<file path="src/rtl/fetch_unit_pkg.sv">
// Shared fetch-stage types and defaults, common to ctr, the instruction memory and decode.
package fetch_unit_pkg;

  localparam int DEFAULT_ADDR_W   = 10;
  localparam int DEFAULT_WORD_W   = 16;
  localparam int DEFAULT_LONG_BIT = 15;

  localparam logic [15:0] NOP_WORD = 16'h0000;

  typedef enum logic {
    F1 = 1'b0,
    F2 = 1'b1
  } fetch_state_t;

endpackage

</file>
<file path="src/rtl/fetch_out_reg.sv">
// Output register toward decode: flush beats load, load beats consume, otherwise hold.
// Loaded contents appear one clock after load; contents are held while decode is not ready.
module fetch_out_reg
  import fetch_unit_pkg::*;
#(
  parameter int ADDR_W = DEFAULT_ADDR_W,
  parameter int WORD_W = DEFAULT_WORD_W
) (
  input  logic                  clk,
  input  logic                  rst,
  input  logic                  load,
  input  logic                  flush,
  input  logic                  consume,
  input  logic [2*WORD_W-1:0]   load_instr,
  input  logic [ADDR_W-1:0]     load_pc,
  input  logic                  load_long,
  output logic                  instr_valid,
  output logic [2*WORD_W-1:0]   instr,
  output logic [ADDR_W-1:0]     instr_pc,
  output logic                  instr_long
);

  always_ff @(posedge clk or negedge rst) begin
    if (!rst) begin
      instr_valid <= 1'b0;
      instr       <= '0;
      instr_pc    <= '0;
      instr_long  <= 1'b0;
    end else if (flush) begin
      instr_valid <= 1'b0;
    end else if (load) begin
      instr_valid <= 1'b1;
      instr       <= load_instr;
      instr_pc    <= load_pc;
      instr_long  <= load_long;
    end else if (consume) begin
      instr_valid <= 1'b0;
    end
  end

endmodule

</file>
<file path="src/rtl/fetch_unit.sv">
// Instruction fetch: assembles one/two-word instructions from imem at the PC and steers the counter.
// One-word instr valid one clock after its PC; held (pc_en=0) while decode stalls; redirect wins over everything.
module fetch_unit
  import fetch_unit_pkg::*;
#(
  parameter int ADDR_W   = DEFAULT_ADDR_W,
  parameter int WORD_W   = DEFAULT_WORD_W,
  parameter int LONG_BIT = DEFAULT_LONG_BIT
) (
  input  logic                  clk,
  input  logic                  rst,
  input  logic [ADDR_W-1:0]     pc_val,
  output logic                  pc_en,
  output logic                  pc_dir,
  output logic                  pc_jmp,
  output logic [ADDR_W-1:0]     pc_jmp_loc,
  output logic [ADDR_W-1:0]     imem_addr,
  input  logic [WORD_W-1:0]     imem_rdata,
  input  logic                  stall,
  input  logic                  redirect,
  input  logic [ADDR_W-1:0]     redirect_addr,
  output logic                  instr_valid,
  input  logic                  instr_ready,
  output logic [2*WORD_W-1:0]   instr,
  output logic [ADDR_W-1:0]     instr_pc,
  output logic                  instr_long
);

  fetch_state_t        state;
  logic [WORD_W-1:0]   word0;
  logic [ADDR_W-1:0]   word0_pc;

  logic                out_free;
  logic                take;
  logic                advance;
  logic                is_long;
  logic                load;
  logic                consume;
  logic [2*WORD_W-1:0] load_instr;
  logic [ADDR_W-1:0]   load_pc;
  logic                load_long;

  assign out_free = !instr_valid || instr_ready;
  assign take     = !stall && ((state == F2) || out_free);
  // F2 completes an instruction, so it also needs room in the output register.
  assign advance  = take && out_free;
  assign is_long  = imem_rdata[LONG_BIT];
  assign consume  = instr_valid && instr_ready;
  assign load     = !redirect && advance && ((state == F2) || !is_long);

  assign pc_dir     = 1'b1;
  assign imem_addr  = pc_val;
  assign pc_en      = redirect || advance;
  assign pc_jmp     = redirect;
  assign pc_jmp_loc = redirect ? redirect_addr : '0;

  always_comb begin
    load_instr = {imem_rdata, WORD_W'(NOP_WORD)};
    load_pc    = pc_val;
    load_long  = 1'b0;
    if (state == F2) begin
      load_instr = {word0, imem_rdata};
      load_pc    = word0_pc;
      load_long  = 1'b1;
    end
  end

  always_ff @(posedge clk or negedge rst) begin
    if (!rst) begin
      state    <= F1;
      word0    <= '0;
      word0_pc <= '0;
    end else if (redirect) begin
      // Any half-assembled instruction belongs to the abandoned path.
      state    <= F1;
      word0    <= '0;
      word0_pc <= '0;
    end else if (advance) begin
      case (state)
        F1: begin
          if (is_long) begin
            state    <= F2;
            word0    <= imem_rdata;
            word0_pc <= pc_val;
          end
        end
        F2: state <= F1;
        default: state <= F1;
      endcase
    end
  end

  fetch_out_reg #(
    .ADDR_W (ADDR_W),
    .WORD_W (WORD_W)
  ) u_out_reg (
    .clk         (clk),
    .rst         (rst),
    .load        (load),
    .flush       (redirect),
    .consume     (consume),
    .load_instr  (load_instr),
    .load_pc     (load_pc),
    .load_long   (load_long),
    .instr_valid (instr_valid),
    .instr       (instr),
    .instr_pc    (instr_pc),
    .instr_long  (instr_long)
  );

endmodule

</file>
<file path="config.mk">
export PLATFORM = sky130hd
export DESIGN_NAME = fetch_unit
export DESIGN_NICKNAME = d
export VERILOG_FILES = /design/src/rtl/fetch_unit_pkg.sv /design/src/rtl/fetch_out_reg.sv /design/src/rtl/fetch_unit.sv
export SDC_FILE = /design/constraint.sdc
export NUM_CORES = 1
export LEC_CHECK = 0
export BUFFER_PORTS_ARGS = -buffer_cell sky130_fd_sc_hd__buf_2
export CAP_MARGIN = 15
export CORE_ASPECT_RATIO = 1.25
export CORE_MARGIN = 1
export CORE_UTILIZATION = 25
export DETAILED_ROUTE_END_ITERATION = 16
export SYNTH_ARGS = -nofsm -noshare
export SYNTH_HDL_FRONTEND = slang
export SYNTH_HIERARCHICAL = 1
export SYNTH_SLANG_ARGS = --single-unit
</file>
<file path="constraint.sdc">
create_clock -name clk -period 1.8 [get_ports clk]
set_clock_uncertainty 0.15 [all_clocks]
set_input_delay 0.09 -clock clk [delete_from_list [all_inputs] [get_ports clk]]
set_output_delay 0.09 -clock clk [all_outputs]
set_load 0.05 [all_outputs]
</file>
==> results.sh, run 1 <==
export IMPL_place_congestion=0.751
export IMPL_route_detailed_drc=0
export IMPL_wirelength_um=8520
export IMPL_r2r_slack_ns=-0.06
export IMPL_synthDistinctLibCells=22
export IMPL_slowest_delay_ns=0.38
export IMPL_route_met3_wl_um=379
export IMPL_synth_top_area_cell="dfrtp_1"
export IMPL_layout_nets=414
export IMPL_p_switching_w=0.00191
export IMPL_status="finished with violations"
export IMPL_cts_tree="yes"
export IMPL_grt_pass1_wl_um=13500
export IMPL_initial_core_util=0.259
export IMPL_synth_seq_area_share=0.512
export IMPL_power_frac_seq=0.369
export IMPL_numPortBuffers=106
export IMPL_vias=2391
export IMPL_finalMaxSlewViolations=0
export IMPL_grt_antenna_before_repair=0
export IMPL_vias_per_cell=4.36
export IMPL_syn_area_per_cell_um2=14.7
export IMPL_cts_made_buffers=9
export IMPL_die_h_um=134
export IMPL_netlist_area_leader_share=0.512
export IMPL_layout_min_cycle_time_ns=1.86
export IMPL_post_dp_hpwl_um=5100
export IMPL_irDropWorstVdd_mv=0.553
export IMPL_synthAdderAreaFrac=0
export IMPL_ys_seq_elements=71
export IMPL_tightest_slew_ns=0.563
export IMPL_die_w_um=107
export IMPL_combPwrFrac=0.331
export IMPL_crit_arrival_ns=1.91
export IMPL_p_leak_nw=2.38
export IMPL_wl_per_cell_um=15.5
export IMPL_finalSetupViolCount=13
export IMPL_p_total_w=0.00531
export IMPL_clock_sinks=71
export IMPL_crit_chain="nor2b_4 > nor4_4 > nor2b_4 > buf_12 > buf_12 > buf_16 > mux2_4"
export IMPL_area_growth_pct=39.4
export IMPL_netlist_instances=236
export IMPL_critPathSlowestCell="dfrtp_2"
export IMPL_grt_start_max_net_pins=41
export IMPL_synth_area_leaders="dfrtp_1 (51%), mux2_4 (17%), mux2_2 (9.1%)"
export IMPL_synth_fp_nets=277
export IMPL_ioPinCount=108
export IMPL_post_route_cell_area_um2=4830
export IMPL_setup_ws_ns=-0.0572
export IMPL_cts_htree_levels=3
export IMPL_rsz0062_at_grt="yes"
export IMPL_track_usage=0.123
export IMPL_dieArea_um2=14300
export IMPL_cts_clk_slew_worst_paths_ns=0.06
export IMPL_yosys_warnings=6
export IMPL_hp_class="input port to register"
export IMPL_cp_max_fo=7
export IMPL_whs_ns=-0.00228
export IMPL_min_period_over_period=1.03
export IMPL_synth_compound_area_frac=0.0747
export IMPL_final_layout_size_suffix_gt1_frac=0.578
export IMPL_required_ns=1.86
export IMPL_syn_cell_area_um2=3470
export IMPL_n_fill_cell=1330
export IMPL_grt_pass1_vias=2543
export IMPL_relSlewSlack=0.624
export IMPL_drt_iter0_markers=89
export IMPL_highest_layer="met4"
export IMPL_end_kind="register"
export IMPL_violations="hold timing, setup timing"
export IMPL_wl_met2_um=4160
export IMPL_p_int_w=0.00339
export IMPL_wl_met1_um=3880
export IMPL_synth_top_family_by_area="multiplexers"
export IMPL_synth_xor_area_share=0
export IMPL_clock_latency_ns=0.32
export IMPL_antenna_cells=0
export IMPL_yosys_mux_area_fraction=0.264
export IMPL_std_cell_rows=47
export IMPL_core_um2=13400
export IMPL_clockBufferDepth=2
export IMPL_drtAntennaViolNets=0
export IMPL_timing_fmax_mhz=538
export IMPL_cts_root_buffer="clkbuf_16"
export IMPL_swShare=0.360
export IMPL_drv_cap=0
export IMPL_dpl_cell_area_um2=4110
export IMPL_report_final_hold_viol_count=1
export IMPL_start_kind="register"
export IMPL_drt_first_pass_iters=4
export IMPL_clock_power_share=0.300
export IMPL_power_density_nw_per_um2=1100
export IMPL_detailedPlace_worstSlack_ns=-0.151
export IMPL_synth_simple_area_share=0.0718
export IMPL_grt_remaining_overflow=0
export IMPL_critical_path_class="register to register"
metrics by stage:
stage / setup TNS [ns] / utilization / cells
after CTS: -1.20 / 0.366 / 550
after floorplan: -7.83 / - / 236
after detailed placement: -3.90 / 0.307 / 497
after global routing: -1.68 / 0.360 / 548
final: -0.534 / 0.360 / 548
after global placement: -3.45 / 0.307 / 497
power by group through the flow:
stage | clock [W] | combinational, W | sequential, W
6_report | 0.00159 | 0.00176 | 0.00196
5_1_grt | 0.00173 | 0.00184 | 0.00199
4_1_cts | 0.00165 | 0.00178 | 0.00196
3_5_place_dp | 0 | 0.00167 | 0.00199
3_3_place_gp | 0 | 0.00165 | 0.00198
2_1_floorplan | 0 | 0.000584 | 0.00266
cell usage after synthesis (all sizes together):
library cell  count
a21o              2
dfrtp            71
nor4              1
mux2             68
a22o             25
nand2b            2
buf              24
o21bai            1
conb              1
a21oi             1
clkbuf            3
a31oi             2
and2             27
inv               3
nor2              1
nor4b             1
nor2b             3
worst max-delay path, delay by kind of cell (launching register included):
family	cells	cell delay [ns]
simple gates	3	0.52
flops	1	0.38
buf+inv	3	0.39
mux	1	0.30
final timing paths:
kind | from | end | cells past startpoint
max | state | u_out_reg/instr[2] | 7
min | imem_rdata[15] | u_out_reg/instr[15] | 3
max reg2reg | state | u_out_reg/instr[2] | 7
min reg2reg | word0[1] | word0[1] | 1
max in group asynchronous | rst | word0[1] | 3
min in group asynchronous | rst | word0_pc[4] | 2
state kept, by name, summed over array words and instances (netlist names):
signal / count
word0: 16
u_out_reg/instr_long: 1
u_out_reg/instr_valid: 1
u_out_reg/instr: 32
word0_pc: 10
state: 1
u_out_reg/instr_pc: 10
routing by layer:
| layer | vias up | GRT usage |
|---|---|---|
| met3 | 6 | 0.0279 |
| met4 | 0 | 0.0411 |
| met2 | 73 | 0.209 |
| met5 | - | 0 |
| li1 | 1099 | - |
| met1 | 1213 | 0.153 |
logic make-up (layout without fill, tap and decap cells):
logic type	Yosys count	after routing
AOI/OAI and AO/OA	31	32
buffers and inverters	30	170
DFF	71	71
muxes	68	68
other	1	1
and+or+nand+nor	35	35
placed cells by master (no fill, tap or decap), types with 2 or more instances in the layout:
cell / synthesis / layout
a21o_1: 2 / 2
dfrtp_2: 0 / 2
buf_12: 5 / 6
buf_2: 4 / 105
clkbuf_16: 0 / 9
nor2b_4: 2 / 3
clkinv_2: 0 / 3
dfrtp_1: 71 / 69
buf_4: 13 / 12
buf_16: 0 / 2
a22o_1: 25 / 25
dlygate4sd3_1: 0 / 26
mux2_2: 28 / 25
a31oi_4: 0 / 2
inv_1: 3 / 3
and2_1: 27 / 27
mux2_4: 40 / 43
what timing repair did:
| item | 4_1_cts | 5_1_grt |
|---|---|---|
| endpoints found under the hold margin | 115 | 0 |
| hold buffers | 26 | 0 |
| setup endpoints to repair | 44 | 68 |
| buffers inserted | 8 | 1 |
| pin swaps | 1 | 0 |
| cloned | 4 | 1 |
| gates resized for setup | 11 | 2 |
area by class of cell:
cell class	count	area, um2	share of cell area
clock buffers	11	243	0.0502
clock inverters	4	22.5	0.00466
inverters	3	11.3	0.00233
multi-input cells	136	1500	0.310
flip-flops and latches	71	1780	0.368
well taps	171	214	0.0443
repair buffers	152	1060	0.220
(Power assumes the default switching activity.)
==> inputs of run 2 (changes only) <==
--- a/config.mk
+++ b/config.mk
@@ -11,6 +11,7 @@
 export CORE_MARGIN = 1
 export CORE_UTILIZATION = 25
 export DETAILED_ROUTE_END_ITERATION = 16
+export SETUP_SLACK_MARGIN = 0.1
 export SYNTH_ARGS = -nofsm -noshare
 export SYNTH_HDL_FRONTEND = slang
 export SYNTH_HIERARCHICAL = 1
==> run 2 against run 1 <==
Compared with the run above:
- the run still ends with hold timing, setup timing left
- global-route usage rose by 0.42 points
- setup slack improved by 0.0063 ns
- power rose by 0.45%
- largest cell class unchanged
- sequential power barely moved
- clock-buffer cell count did not move
==> results.sh, run 2 (synthesis gave the netlist of run 1 again) <==
export IMPL_status="finished with violations"
export IMPL_violations="hold timing, setup timing"
export IMPL_clock_latency_ns=0.32
export IMPL_layout_min_cycle_time_ns=1.85
export IMPL_core_um2=13400
export IMPL_drt_iter0_markers=103
export IMPL_tightest_slew_ns=0.521
export IMPL_numPortBuffers=106
export IMPL_timing_fmax_mhz=540
export IMPL_std_cell_rows=47
export IMPL_antenna_cells=0
export IMPL_irDropWorstVdd_mv=0.553
export IMPL_post_route_cell_area_um2=4970
export IMPL_clock_sinks=71
export IMPL_crit_arrival_ns=1.91
export IMPL_min_period_over_period=1.03
export IMPL_critical_path_class="register to register"
export IMPL_reg_largest_list="u_out_reg/instr x32, word0 x16"
export IMPL_rr_endpoint="u_out_reg/instr[2]"
export IMPL_cts_tree="yes"
export IMPL_r2r_start="state"
export IMPL_min_path_cells=3
export IMPL_start_kind="register"
export IMPL_largest_register="u_out_reg/instr"
export IMPL_drv_cap=0
export IMPL_route_detailed_drc=0
export IMPL_detailedPlace_worstSlack_ns=-0.151
export IMPL_initial_core_util=0.259
export IMPL_p_leak_nw=2.44
export IMPL_finalMaxSlewViolations=0
export IMPL_layout_nets=420
export IMPL_r2r_cells=7
export IMPL_power_density_nw_per_um2=1070
export IMPL_grt_remaining_overflow=0
export IMPL_post_dp_hpwl_um=5100
export IMPL_final_common_cell="buf_2"
export IMPL_cts_root_buffer="clkbuf_16"
export IMPL_dpl_cell_area_um2=4110
export IMPL_setup_ws_ns=-0.0510
export IMPL_cts_htree_levels=3
export IMPL_n_fill_cell=1322
export IMPL_drt_first_pass_iters=4
export IMPL_area_growth_pct=43.4
export IMPL_p_total_w=0.00533
export IMPL_grt_pass1_wl_um=13900
export IMPL_cp_max_fo=7
export IMPL_cts_clk_slew_worst_paths_ns=0.06
export IMPL_min_to="u_out_reg/instr[15]"
export IMPL_cts_made_buffers=9
export IMPL_wl_per_cell_um=15.6
export IMPL_wirelength_um=8640
export IMPL_end_kind="register"
export IMPL_seqCellArea_um2=1780
export IMPL_die_h_um=134
export IMPL_report_final_hold_viol_count=1
export IMPL_relSlewSlack=0.653
export IMPL_hold_path_startpoint="imem_rdata[15]"
export IMPL_drtAntennaViolNets=0
export IMPL_place_congestion=0.751
export IMPL_multi_input_area_um2=1500
export IMPL_dieArea_um2=14300
export IMPL_fin_cells=554
export IMPL_fin_setup_tns_ns=-1.29
export IMPL_track_usage=0.127
export IMPL_vias=2393
export IMPL_grt_start_max_net_pins=41
export IMPL_rsz0062_at_grt="yes"
export IMPL_final_layout_size_suffix_gt1_frac=0.585
export IMPL_required_ns=1.86
export IMPL_whs_ns=-0.00330
export IMPL_dp_cells=497
export IMPL_finalSetupViolCount=43
export IMPL_die_w_um=107
export IMPL_clockBufferDepth=2
export IMPL_ioPinCount=108
export IMPL_vias_per_cell=4.32
export IMPL_hp_class="input port to register"
export IMPL_final_cell_mix="buf_2 (104), dfrtp_1 (69), mux2_4 (43)"
export IMPL_largest_reg_flops=32
export IMPL_grt_pass1_vias=2571
export IMPL_r2r_slack_ns=-0.05
export IMPL_grt_antenna_before_repair=0
[run 2: area by class of cell]
class | count | area share
Inverter | 3 | 0.00227
Clock inverter | 4 | 0.00453
Multi-Input combinational cell | 136 | 0.302
Sequential cell | 71 | 0.358
Timing Repair Buffer | 158 | 0.242
Clock buffer | 11 | 0.0488
Tap cell | 171 | 0.0430
[run 2: what timing repair did]
action                                  in CTS  in global routing
setup buffers                                8                  2
endpoints found under the hold margin      115                  0
hold buffers                                26                  0
gates resized for setup                     14                  5
gates cloned                                 5                  1
endpoints found under the setup margin      69                 70
pin swaps                                    1                  0
[run 2: worst max-delay path, cell delays in order (launching register included)]
cell and delay (ns):
dfrtp_2 0.38, nor2b_4 0.05, nor4_4 0.26, nor2b_4 0.21
buf_12 0.14, buf_12 0.12, buf_16 0.13, mux2_4 0.30
[run 2: how the worst max path moves through the flow]
stage                     cells after the start             endpoint  slack [ns]                   from
after floorplan                               6   u_out_reg/instr[0]       -0.19  u_out_reg/instr_valid
after global placement                        5  u_out_reg/instr[27]       -0.14  u_out_reg/instr_valid
after detailed placement                      5  u_out_reg/instr[27]       -0.15  u_out_reg/instr_valid
after CTS                                     7  u_out_reg/instr[18]       -0.04                  state
after global routing                          7   u_out_reg/instr[2]       -0.12                  state
final                                         7   u_out_reg/instr[2]       -0.05                  state
[run 2: metal layers]
layer / global-route usage / part of all wire
met5: 0 / 0
met4: 0.0411 / 0.010
met3: 0.0279 / 0.042
met2: 0.217 / 0.49
met1: 0.159 / 0.46
[run 2: per-stage QoR]
| stage | util | hold WS, ns |
|---|---|---|
| floorplan | - | -0.356 |
| global placement | 0.307 | -0.0797 |
| detailed placement | 0.307 | -0.0742 |
| CTS | 0.368 | -0.0134 |
| global route | 0.371 | 0.00510 |
| finish | 0.371 | -0.00330 |
[run 2: power breakdown]
part	internal [W]	switching (W)
combinational	0.000635	0.00115
sequential	0.00183	0.000134
clock	0.000955	0.000636
total	0.00342	0.00192
